## src/rtl/adc_freq_meter.sv

```systemverilog
// ============================================================================
// adc_freq_meter : Schmitt-squared ADC edge counter over a fixed gate window,
//                  reported as 5-digit BCD Hz. Optional ADC_FREQ_AVG_EN macro
//                  averages the current and previous window.
// Revision 1.0 - initial release
// ============================================================================
`default_nettype none

module adc_freq_meter #(
  parameter int GATE_CYCLES = 50_000_000,
  parameter int MID_LEVEL   = 128,
  parameter int HYST        = 8,
  parameter int MAX_COUNT   = 99999
) (
  input  logic        clk,
  input  logic        rst_n,
  input  logic [7:0]  adc_data,
  input  logic        adc_valid,
  output logic [19:0] number_on_digitron,
  output logic [5:0]  point_position,
  output logic        freq_valid,
  output logic        overrange
);

  localparam int                  c_gate_w   = (GATE_CYCLES > 1) ? $clog2(GATE_CYCLES) : 1;
  localparam logic [c_gate_w-1:0] c_gate_last = c_gate_w'(GATE_CYCLES - 1);
  localparam int                  c_thr_hi_i = (MID_LEVEL + HYST > 255) ? 255 : MID_LEVEL + HYST;
  localparam int                  c_thr_lo_i = (MID_LEVEL - HYST < 0) ? 0 : MID_LEVEL - HYST;
  localparam logic [7:0]          c_thr_hi   = 8'(c_thr_hi_i);
  localparam logic [7:0]          c_thr_lo   = 8'(c_thr_lo_i);
  localparam logic [16:0]         c_max      = 17'(MAX_COUNT);
  localparam logic [4:0]          c_iters    = 5'd17;

  typedef enum logic [1:0] {
    ST_IDLE = 2'd0,
    ST_CONV = 2'd1,
    ST_DONE = 2'd2
  } state_t;

  logic                r_cmp_high;
  logic                w_rise;
  logic                w_fall;
  logic                w_gate_term;
  logic [c_gate_w-1:0] r_gate_cnt;
  logic [16:0]         r_edge_cnt;
  logic                r_sat;
  logic [16:0]         r_result;
  logic                r_result_sat;
  logic                r_start;
  logic [16:0]         w_bcd_in;
  logic                w_bcd_sat;

  state_t              r_state;
  logic [36:0]         r_dd;
  logic [36:0]         w_dd_adj;
  logic [36:0]         w_dd_next;
  logic [4:0]          r_iter;
  logic                r_dd_sat;

  assign w_rise      = adc_valid && !r_cmp_high && (adc_data >= c_thr_hi);
  assign w_fall      = adc_valid &&  r_cmp_high && (adc_data <= c_thr_lo);
  assign w_gate_term = (r_gate_cnt == c_gate_last);
  assign point_position = 6'b000000;

  always_ff @(posedge clk or negedge rst_n) begin
    if (!rst_n) begin
      r_cmp_high <= 1'b0;
    end else if (w_rise) begin
      r_cmp_high <= 1'b1;
    end else if (w_fall) begin
      r_cmp_high <= 1'b0;
    end
  end

  // A rise on the terminal cycle belongs to the window that starts next.
  always_ff @(posedge clk or negedge rst_n) begin
    if (!rst_n) begin
      r_gate_cnt   <= '0;
      r_edge_cnt   <= '0;
      r_sat        <= 1'b0;
      r_result     <= '0;
      r_result_sat <= 1'b0;
      r_start      <= 1'b0;
    end else begin
      r_start <= w_gate_term;
      if (w_gate_term) begin
        r_gate_cnt   <= '0;
        r_result     <= r_edge_cnt;
        r_result_sat <= r_sat;
        r_edge_cnt   <= w_rise ? 17'd1 : 17'd0;
        r_sat        <= 1'b0;
      end else begin
        r_gate_cnt <= r_gate_cnt + 1'b1;
        if (w_rise) begin
          if (r_edge_cnt >= c_max - 17'd1) begin
            r_edge_cnt <= c_max;
            r_sat      <= 1'b1;
          end else begin
            r_edge_cnt <= r_edge_cnt + 17'd1;
          end
        end
      end
    end
  end

`ifdef ADC_FREQ_AVG_EN
  logic [16:0] r_prev_result;
  logic        r_prev_sat;
  logic        r_have_result;
  logic        r_have_prev;

  always_ff @(posedge clk or negedge rst_n) begin
    if (!rst_n) begin
      r_prev_result <= '0;
      r_prev_sat    <= 1'b0;
      r_have_result <= 1'b0;
      r_have_prev   <= 1'b0;
    end else if (w_gate_term) begin
      r_prev_result <= r_result;
      r_prev_sat    <= r_result_sat;
      r_have_prev   <= r_have_result;
      r_have_result <= 1'b1;
    end
  end

  assign w_bcd_in  = r_have_prev ? 17'(({1'b0, r_result} + {1'b0, r_prev_result}) >> 1) : r_result;
  assign w_bcd_sat = r_result_sat | (r_have_prev & r_prev_sat);
`else
  assign w_bcd_in  = r_result;
  assign w_bcd_sat = r_result_sat;
`endif

  // Double-dabble: r_dd = {bcd[19:0], bin[16:0]}; add-3 on digits >= 5, then shift.
  for (genvar i = 0; i < 5; i++) begin : g_digit
    assign w_dd_adj[17+4*i +: 4] = (r_dd[17+4*i +: 4] >= 4'd5) ? r_dd[17+4*i +: 4] + 4'd3
                                                                : r_dd[17+4*i +: 4];
  end
  assign w_dd_adj[16:0] = r_dd[16:0];
  assign w_dd_next      = w_dd_adj << 1;

  always_ff @(posedge clk or negedge rst_n) begin
    if (!rst_n) begin
      r_state            <= ST_IDLE;
      r_dd               <= '0;
      r_iter             <= '0;
      r_dd_sat           <= 1'b0;
      number_on_digitron <= '0;
      overrange          <= 1'b0;
      freq_valid         <= 1'b0;
    end else begin
      freq_valid <= 1'b0;
      case (r_state)
        ST_IDLE: begin
          if (r_start) begin
            r_dd     <= {20'd0, w_bcd_in};
            r_dd_sat <= w_bcd_sat;
            r_iter   <= '0;
            r_state  <= ST_CONV;
          end
        end
        ST_CONV: begin
          r_dd   <= w_dd_next;
          r_iter <= r_iter + 5'd1;
          if (r_iter == c_iters - 5'd1) begin
            r_state <= ST_DONE;
          end
        end
        ST_DONE: begin
          number_on_digitron <= r_dd[36:17];
          overrange          <= r_dd_sat;
          freq_valid         <= 1'b1;
          r_state            <= ST_IDLE;
        end
        default: r_state <= ST_IDLE;
      endcase
    end
  end

endmodule

`default_nettype wire

```

## config.mk

```make
export PLATFORM = sky130hd
export DESIGN_NAME = adc_freq_meter
export DESIGN_NICKNAME = d
export VERILOG_FILES = /design/src/rtl/adc_freq_meter.sv
export SDC_FILE = /design/constraint.sdc
export NUM_CORES = 1
export LEC_CHECK = 0
export ABC_AREA = 1
export CAP_MARGIN = 20
export CORE_ASPECT_RATIO = 1.5
export CORE_UTILIZATION = 57
export CTS_CLUSTER_SIZE = 25
export DETAILED_ROUTE_END_ITERATION = 8
export DONT_BUFFER_PORTS = 1
export PLACE_DENSITY_LB_ADDON = 0.05
export SKIP_CTS_REPAIR_TIMING = 1
export SYNTH_ARGS = -nofsm -noshare
export SYNTH_HDL_FRONTEND = slang
export SYNTH_SLANG_ARGS = --single-unit
export TNS_END_PERCENT = 30
```

## constraint.sdc

```tcl
create_clock -name clk -period 1.7 [get_ports clk]
set_clock_uncertainty 0.2 [all_clocks]
set_input_delay 0.17 -clock clk [delete_from_list [all_inputs] [get_ports clk]]
set_output_delay 0.17 -clock clk [all_outputs]
set_load 0.01 [all_outputs]
```

# Word-level counts from Yosys, hierarchy flattened
# Cells that the tools add are included.
# word_totals
reg_bits,131
input_bits,11
output_inout_bits,28
elab_cells,73
# classes
n_addsub,8
order_cmp,8
n_eq_ne,6
muxes,23
reduce_logical,14
# ops
operator,n
one-hot mux 37 bit (2 select lines),1
two-way mux 17 bit,3
two-way mux 37 bit,1
adder 26 x 1 -> 26 bit (second input constant),1
== test 26 bit (second input constant),1
two-way mux 26 bit,1
greater-or-equal comparator 4 x 3 -> 1 bit (second input constant),5
adder 17 x 1 -> 17 bit (second input constant),1
greater-or-equal comparator 17 bit (second input constant),1
adder 4 x 2 -> 4 bit (second input constant),4
two-way mux 4 bit,4
one-hot mux 5 bit (2 select lines),1
greater-or-equal comparator 8 bit (second input constant),1
less-or-equal comparator 8 x 7 -> 1 bit (second input constant),1
AND reduction 2 bit,4
nonzero test 2 bit,4
two-way mux 1 bit,7
adder 5 x 1 -> 5 bit (second input constant),1
== test 5 bit (second input constant),1
two-way mux 5 bit,1
logical AND 1 bit,4
two-way mux 2 bit,2
!= test 2 bit (second input constant),2
one-hot mux 2 bit (2 select lines),1
other kinds (6),6

# Logic depth before layout (Yosys ltp)
# Gate-level depths: netlist of the first run.
# logic_depth
depth_word,5
depth_mapped,11
mapped_depth_nobuf,10

# Worst setup path before layout of the first run
# OpenSTA, ideal clock, no wires.
# synth_path
path_kind,reg2reg
start,reg r_gate_cnt[0]
end,reg r_edge_cnt[6]
setup_time_ns,0.118
t_arrival_ns,1.437
required_time_ns,1.382
slack_ns,-0.055
stages_incl_launch_ff,12
path_buffers,1
period_less_slack_ns,1.755
path_cell_list,dfrtp_1 > ha_1 > nand2_2 > nor2_4 > nand3_2 > nor2_1 > nand2_2 > nand2_4 > inv_2 > buf_6 > nand2_1 > nand2_1
# synth_between
elab_chain_len,2
word_cells_on_any_way,3
cone_classes,eq/ne (1); mux (1); reduce/logical (1)
# synth_rtl
item,line,text
"start, declared",44,logic [c_gate_w-1:0] r_gate_cnt;
"start signal, assigned",93,r_gate_cnt <= r_gate_cnt + 1'b1;
== test 26 bit *,62,assign w_gate_term = (r_gate_cnt == c_gate_last);
two-way mux 17 bit / nonzero test 2 bit (equally long branches),-,
"end signal, assigned",90,r_edge_cnt <= w_rise ? 17'd1 : 17'd0;
"end signal, assigned",96,r_edge_cnt <= c_max;
"end signal, assigned",99,r_edge_cnt <= r_edge_cnt + 17'd1;
"end, declared",45,logic [16:0] r_edge_cnt;
# Every way passes the cells marked *; elsewhere a longest branch is shown, timed or not.
# A chain may end at the register's enable or synchronous reset.

# Worst setup path after layout of the first run
# layout_path
start,reg r_gate_cnt[1]
end,reg r_edge_cnt[11]
# Same word-level chain as after synthesis.

==> results.py, run 1 <==
metrics = {
    "critical_path": {
        "crit_required_ps": 1860,
        "r2r-start": "r_gate_cnt[1]",
        "cp.arrival_ps": 1900,
        "r2r_end": "r_edge_cnt[11]",
        "critPathCapture": "r_edge_cnt[11]",
        "r2r_cells": 10,
        "path_class": "flop to flop",
        "regToRegSetupSlack_ps": -40,
        "cp-startpoint": "r_gate_cnt[1]",
        "worst_setup_path_end_kind": "flop",
        "startpoint_type": "flop",
        "path_max_fanout": 6,
    },
    "pwr": {
        "swShare_pct": 21.6,
        "p_int_w": 0.00597,
        "powerDensity_nw_per_um2": 942,
        "p_clk_share_pct": 52.5,
        "power_frac_seq_pct": 42.7,
        "irDropWorstVdd_uv": 895,
        "p_comb_share_pct": 4.8,
        "p_sw_w": 0.00165,
        "p_leak_nw": 3.91,
    },
    "layout": {
        "areaGrowthSynthToFinish_pct": 24.2,
        "nNetsFinal": 900,
        "layout-drive-gt1-share_pct": 19.7,
        "final_common_cell": "nand2_1",
        "stdcell_count": 1034,
        "n_antenna_cell": 0,
        "fin_util_pct": 73.1,
        "final_cell_mix": "nand2_1, dfrtp_1, inv_1, o21ai_0, buf_4",
        "fillers": 855,
    },
    "global_routing": {
        "grt_overflow": 0,
        "antenna_found_initial": 0,
        "grt_pass1_vias": 5533,
        "grtUsageTotal_pct": 27.8,
        "grt_max_degree": 132,
        "grt_pass1_wl_um": 25200,
    },
    "timing": {
        "rsz0062_at_grt": "yes",
        "period_minus_slack_ps": 1740,
        "final_hold_viol_count": 131,
        "layout_setup_ws_ps": -37.7,
        "whs_ps": -757,
        "drv_slew": 0,
        "setup_viol": 16,
        "fin_crit_sh_pct": 102,
        "fmax_mhz": 575,
    },
    "synth": {
        "synth_top_cell_area_share_pct": 50.4,
        "syn_area_per_cell_um2": 8.15,
        "yosys.area.top_type": "dfrtp_1",
        "ys_warn_count": 0,
        "synth_cell_types": 38,
        "synth_area_um2": 6510,
        "yosysSeqAreaShare_pct": 50.4,
        "syn-instance-count": 799,
        "ys_ff_latch": 131,
        "synth_area_leaders": "dfrtp_1, nand2_1, o21ai_0",
    },
    "floorplan": {
        "die_y_um": 133,
        "rows": 47,
        "dieArea_um2": 11900,
        "ioPinCount": 39,
        "die_w_um": 89.3,
        "core_um2": 11100,
        "start_util_pct": 58.9,
    },
    "placed_design": {
        "hpwlAfterDp_um": 10700,
        "gp_congestion": 0.946,
        "placedCellCount": 997,
        "buffer_ports.inserted": 0,
    },
    "clocking": {
        "cts_sinks": 131,
        "cts.clk_slew.worst_paths_ps": 60,
        "cts_tree": "built",
        "cts_buffers": 17,
        "clk_latency_ps": 420,
        "cts-root-buf": "clkbuf_16",
        "htree_num_levels": 4,
        "clock_path_buffers": 2,
    },
    "run": {
        "maxCapViolCount": 0,
    },
    "route": {
        "vias_per_cell": 5.39,
        "drcViolationCount": 0,
        "postRouteAntennaNets": 0,
        "drt_iter0_drc": 309,
        "post_drt_wl_per_cell_um": 14.9,
        "wl_um": 15400,
        "dr.pass1.iters": 4,
        "detailroute.via_count": 5576,
    },
    "run_status": {
        "status": "finished, violations left",
        "violations": "hold timing, setup timing",
    },
    "hold_path": {
        "hold_path.class": "primary input to async pin",
    },
}
==> cell usage after synthesis (all sizes together) <==
library cell,instances
ha,15
xnor2,3
nor3,11
o221ai,1
clkbuf,10
inv,101
o21ai,86
or3,1
nand4,18
a21oi,29
nor2,80
a22o,1
conb,1
xor2,22
mux2i,1
a22oi,11
a31oi,1
buf,14
o211ai,2
nand3,36
and2,1
dfrtp,131
o32ai,1
nor3b,3
nand2,205
o22ai,10
clkinv,2
or2,1
nor4,1
==> critical path, cell delays in order (launching register included) <==
cell and delay (ps):
dfrtp_1 400, ha_4 160, nand2_4 50, nor2_4 120
nand3_2 100, nor2_4 140, nand2_4 110, nand2_4 130
buf_12 120, nand4_1 90, nand2_1 70
==> how the worst min path moves through the flow <==
stage / start / to / slack (ps) / cells past startpoint
after floorplan: rst_n / freq_valid / -330 / 0
after global placement: rst_n / number_on_digitron[6] / -320 / 0
after detailed placement: rst_n / number_on_digitron[6] / -320 / 0
after CTS: rst_n / r_gate_cnt[25] / -770 / 0
after global routing: rst_n / number_on_digitron[5] / -770 / 0
final: rst_n / number_on_digitron[6] / -760 / 0
==> layout make-up <==
cell class | count | area (um^2) | area share [%]
timing repair buffer | 75 | 641 | 7.93
clock inverter | 14 | 210 | 2.60
tap | 147 | 184 | 2.28
multi-input combinational | 546 | 2920 | 36.2
sequential | 131 | 3280 | 40.6
clock buffer | 18 | 439 | 5.43
inverter | 103 | 403 | 4.98
==> state kept, by name (all words and copies together) (netlist names), 2 cells and up <==
register / cells
r_iter: 5
r_gate_cnt: 26
number_on_digitron: 20
r_dd: 37
r_state: 2
r_edge_cnt: 17
r_result: 17
==> routing by layer <==
layer  wire length, um  global-route usage [%]  up-vias
met3               437                    5.80       39
met4               497                    13.4        0
met2              8340                    47.9      110
met1              6140                    32.1     2697
met5                 0                       0        -
li1                  -                       -     2730
==> cell families after synthesis <==
| group | share of synthesized area [%] |
|---|---|
| AOI/OAI and AO/OA | 11.9 |
| xor gates and xnor gates | 3.36 |
| adders and majority gates | 2.88 |
| buffers and inverters | 7.96 |
| DFF | 50.4 |
| muxes | 0.154 |
| other | 0.0576 |
| and+or+nand+nor | 23.4 |
==> per-stage QoR <==
step	instance area, um^2	power (W)	hold WS (ps)	TNS (ps)	setup WS, ps
CTS	7820	0.00761	-769	-4940	-210
global placement	7170	0.00362	-323	-1700	-169
global route	8080	0.00785	-773	-4340	-160
detailed placement	7170	0.00363	-323	-3180	-185
finish	8080	0.00762	-757	-271	-37.7
floorplan	6540	0.00348	-326	0	9.57
==> power by group through the flow <==
stage	combinational (W)	sequential (W)	clock [W]
global placement	0.000322	0.00329	0
floorplan	0.000190	0.00329	0
CTS	0.000331	0.00324	0.00404
finish	0.000366	0.00325	0.00400
global route	0.000413	0.00326	0.00419
detailed placement	0.000332	0.00329	0
Power figures use the tool's default switching activity.
==> run 2: changes to the inputs <==
--- a/config.mk
+++ b/config.mk
@@ -13,8 +13,8 @@
 export DETAILED_ROUTE_END_ITERATION = 8
 export DONT_BUFFER_PORTS = 1
 export PLACE_DENSITY_LB_ADDON = 0.05
+export RECOVER_POWER = 100
 export SKIP_CTS_REPAIR_TIMING = 1
 export SYNTH_ARGS = -nofsm -noshare
 export SYNTH_HDL_FRONTEND = slang
 export SYNTH_SLANG_ARGS = --single-unit
-export TNS_END_PERCENT = 30
==> run 2 against run 1 <==
  * Wire length increased by 3.3%
  * Final cell count is 0.68% higher
  * Design area rose by 2.1%
  * Utilization rose by 1.5 points
  * The run still ends with hold timing, setup timing left
  * Register-to-register slack got worse by 30 ps
  * Count of clock-buffer cells in the layout unchanged
  * Largest cell class unchanged
  * Combinational power up 2%
  * Critical path type unchanged
  * Critical endpoint unchanged
  * Highest routed layer unchanged
  * Power is 0.31% higher
  * Critical path depth did not move
  * Worst hold slack barely moved
==> results.py, run 2 (synthesis gave the netlist of run 1 again) <==
metrics = {
    "run_status": {
        "violations": "hold timing, setup timing",
        "status": "finished, violations left",
    },
    "pwr": {
        "powerDensity_nw_per_um2": 926,
        "irDropWorstVdd_uv": 889,
        "p_leak_nw": 3.98,
        "p_total_w": 0.00764,
    },
    "layout": {
        "n_antenna_cell": 0,
        "areaGrowthSynthToFinish_pct": 26.8,
        "nNetsFinal": 907,
        "stdcell_count": 1041,
        "largest_reg_flops": 37,
        "final_cell_mix": "nand2_1, dfrtp_1, inv_1, buf_4, o21ai_0",
        "finalInstanceArea_um2": 8250,
        "final_common_cell": "nand2_1",
        "layout-drive-gt1-share_pct": 23.2,
        "largest-register": "r_dd",
        "largestRegisters": "r_dd x37, r_gate_cnt x26, number_on_digitron x20",
    },
    "critical_path": {
        "worst_setup_path_end_kind": "flop",
        "crit_required_ps": 1860,
        "cp_slowest_cell": "dfrtp_1",
        "crit_chain": "ha_4, nand2_4, nor2_4, nand3_2, nor2_4, nand2_4, nand2_4, buf_12, nand4_1, nand2_1",
        "cp.arrival_ps": 1920,
        "path_max_fanout": 6,
        "cp-startpoint": "r_gate_cnt[1]",
        "path_class": "flop to flop",
        "path_buf_inv": 1,
        "r2r-start": "r_gate_cnt[1]",
        "startpoint_type": "flop",
        "cpPeakStageDelay_ps": 400,
        "crit_family": "simple AND/OR/NAND/NOR gates",
        "cp_common_cell": "nand2_4",
    },
    "placed_design": {
        "hpwlAfterDp_um": 10700,
        "dp_slack_ps": -185,
        "buffer_ports.inserted": 0,
        "placedCellCount": 997,
        "gp_congestion": 0.946,
        "placed_area_um2": 7170,
    },
    "route": {
        "vias_per_cell": 5.48,
        "dr.pass1.iters": 5,
        "drcViolationCount": 0,
        "post_drt_wl_per_cell_um": 15.3,
        "drt_iter0_drc": 326,
        "wl_um": 15900,
        "detailroute.via_count": 5706,
        "postRouteAntennaNets": 0,
    },
    "global_routing": {
        "grtUsageTotal_pct": 27.8,
        "antenna_found_initial": 0,
        "grt_pass1_wl_um": 25200,
        "grt_max_degree": 132,
        "grt_pass1_vias": 5533,
        "grt_overflow": 0,
    },
    "floorplan": {
        "start_util_pct": 58.9,
        "core_um2": 11100,
        "die_y_um": 133,
        "ioPinCount": 39,
        "rows": 47,
        "die_w_um": 89.3,
        "dieArea_um2": 11900,
    },
    "clocking": {
        "cts_buffers": 17,
        "htree_num_levels": 4,
        "cts_sinks": 131,
        "cts_tree": "built",
        "cts-root-buf": "clkbuf_16",
        "cts.clk_slew.worst_paths_ps": 60,
        "clock_path_buffers": 2,
        "clk_latency_ps": 420,
    },
    "timing": {
        "period_minus_slack_ps": 1760,
        "fmax_mhz": 567,
        "rsz0062_at_grt": "yes",
        "setup_viol": 37,
        "final_hold_viol_count": 131,
        "drv_slew": 0,
        "layout_setup_ws_ps": -63.2,
        "whs_ps": -757,
        "fin_crit_sh_pct": 104,
    },
    "run": {
        "maxCapViolCount": 0,
    },
    "hold_path": {
        "hold_path.class": "primary input to async pin",
    },
}
-- run 2: area by class of cell --
| cell class | count | area, um^2 |
|---|---|---|
| clock buffer | 18 | 439 |
| inverter | 103 | 400 |
| timing repair inverter | 1 | 5.00 |
| clock inverter | 14 | 210 |
| fill | 832 | 2800 |
| timing repair buffer | 81 | 698 |
| multi-input combinational | 546 | 3030 |
| tap | 147 | 184 |
| sequential | 131 | 3280 |
-- run 2: routing by layer --
layer	global-route usage, %	routed length, um
met5	0	0
met3	5.80	496
met2	47.9	8640
met4	13.4	535
met1	32.1	6260
-- run 2: where the power goes --
group	total, W	leakage, nW	internal [W]	switching (W)
Clock	0.00400	0.312	0.00263	0.00137
Combinational	0.000375	1.87	0.000172	0.000203
Sequential	0.00326	1.80	0.00318	0.0000841
-- run 2: through the flow --
stage               utilization (%)  setup TNS [ps]
CTS                            70.7           -4940
floorplan                         -               0
finish                         74.6            -915
global route                   74.6           -5600
detailed placement             64.8           -3180
global placement               64.8           -1700
-- run 2: worst paths after layout --
| path | to | depth (start not counted) | slack (ps) |
|---|---|---|---|
| setup / recovery | r_edge_cnt[11] | 10 | -60 |
| hold / removal | number_on_digitron[5] | 0 | -760 |
| setup reg to reg | r_edge_cnt[11] | 10 | -60 |
| hold reg to reg | freq_valid | 1 | 270 |
| max in group asynchronous | r_edge_cnt[14] | 0 | 1910 |
| min in group clk | r_cmp_high | 5 | 50 |
-- run 2: worst reg2reg max path, stage by stage (launching register included) --
cell and delay [ps]:
dfrtp_1 400, ha_4 170, nand2_4 50, nor2_4 120, nand3_2 100, nor2_4 140
nand2_4 110, nand2_4 130, buf_12 120, nand4_1 90, nand2_1 70
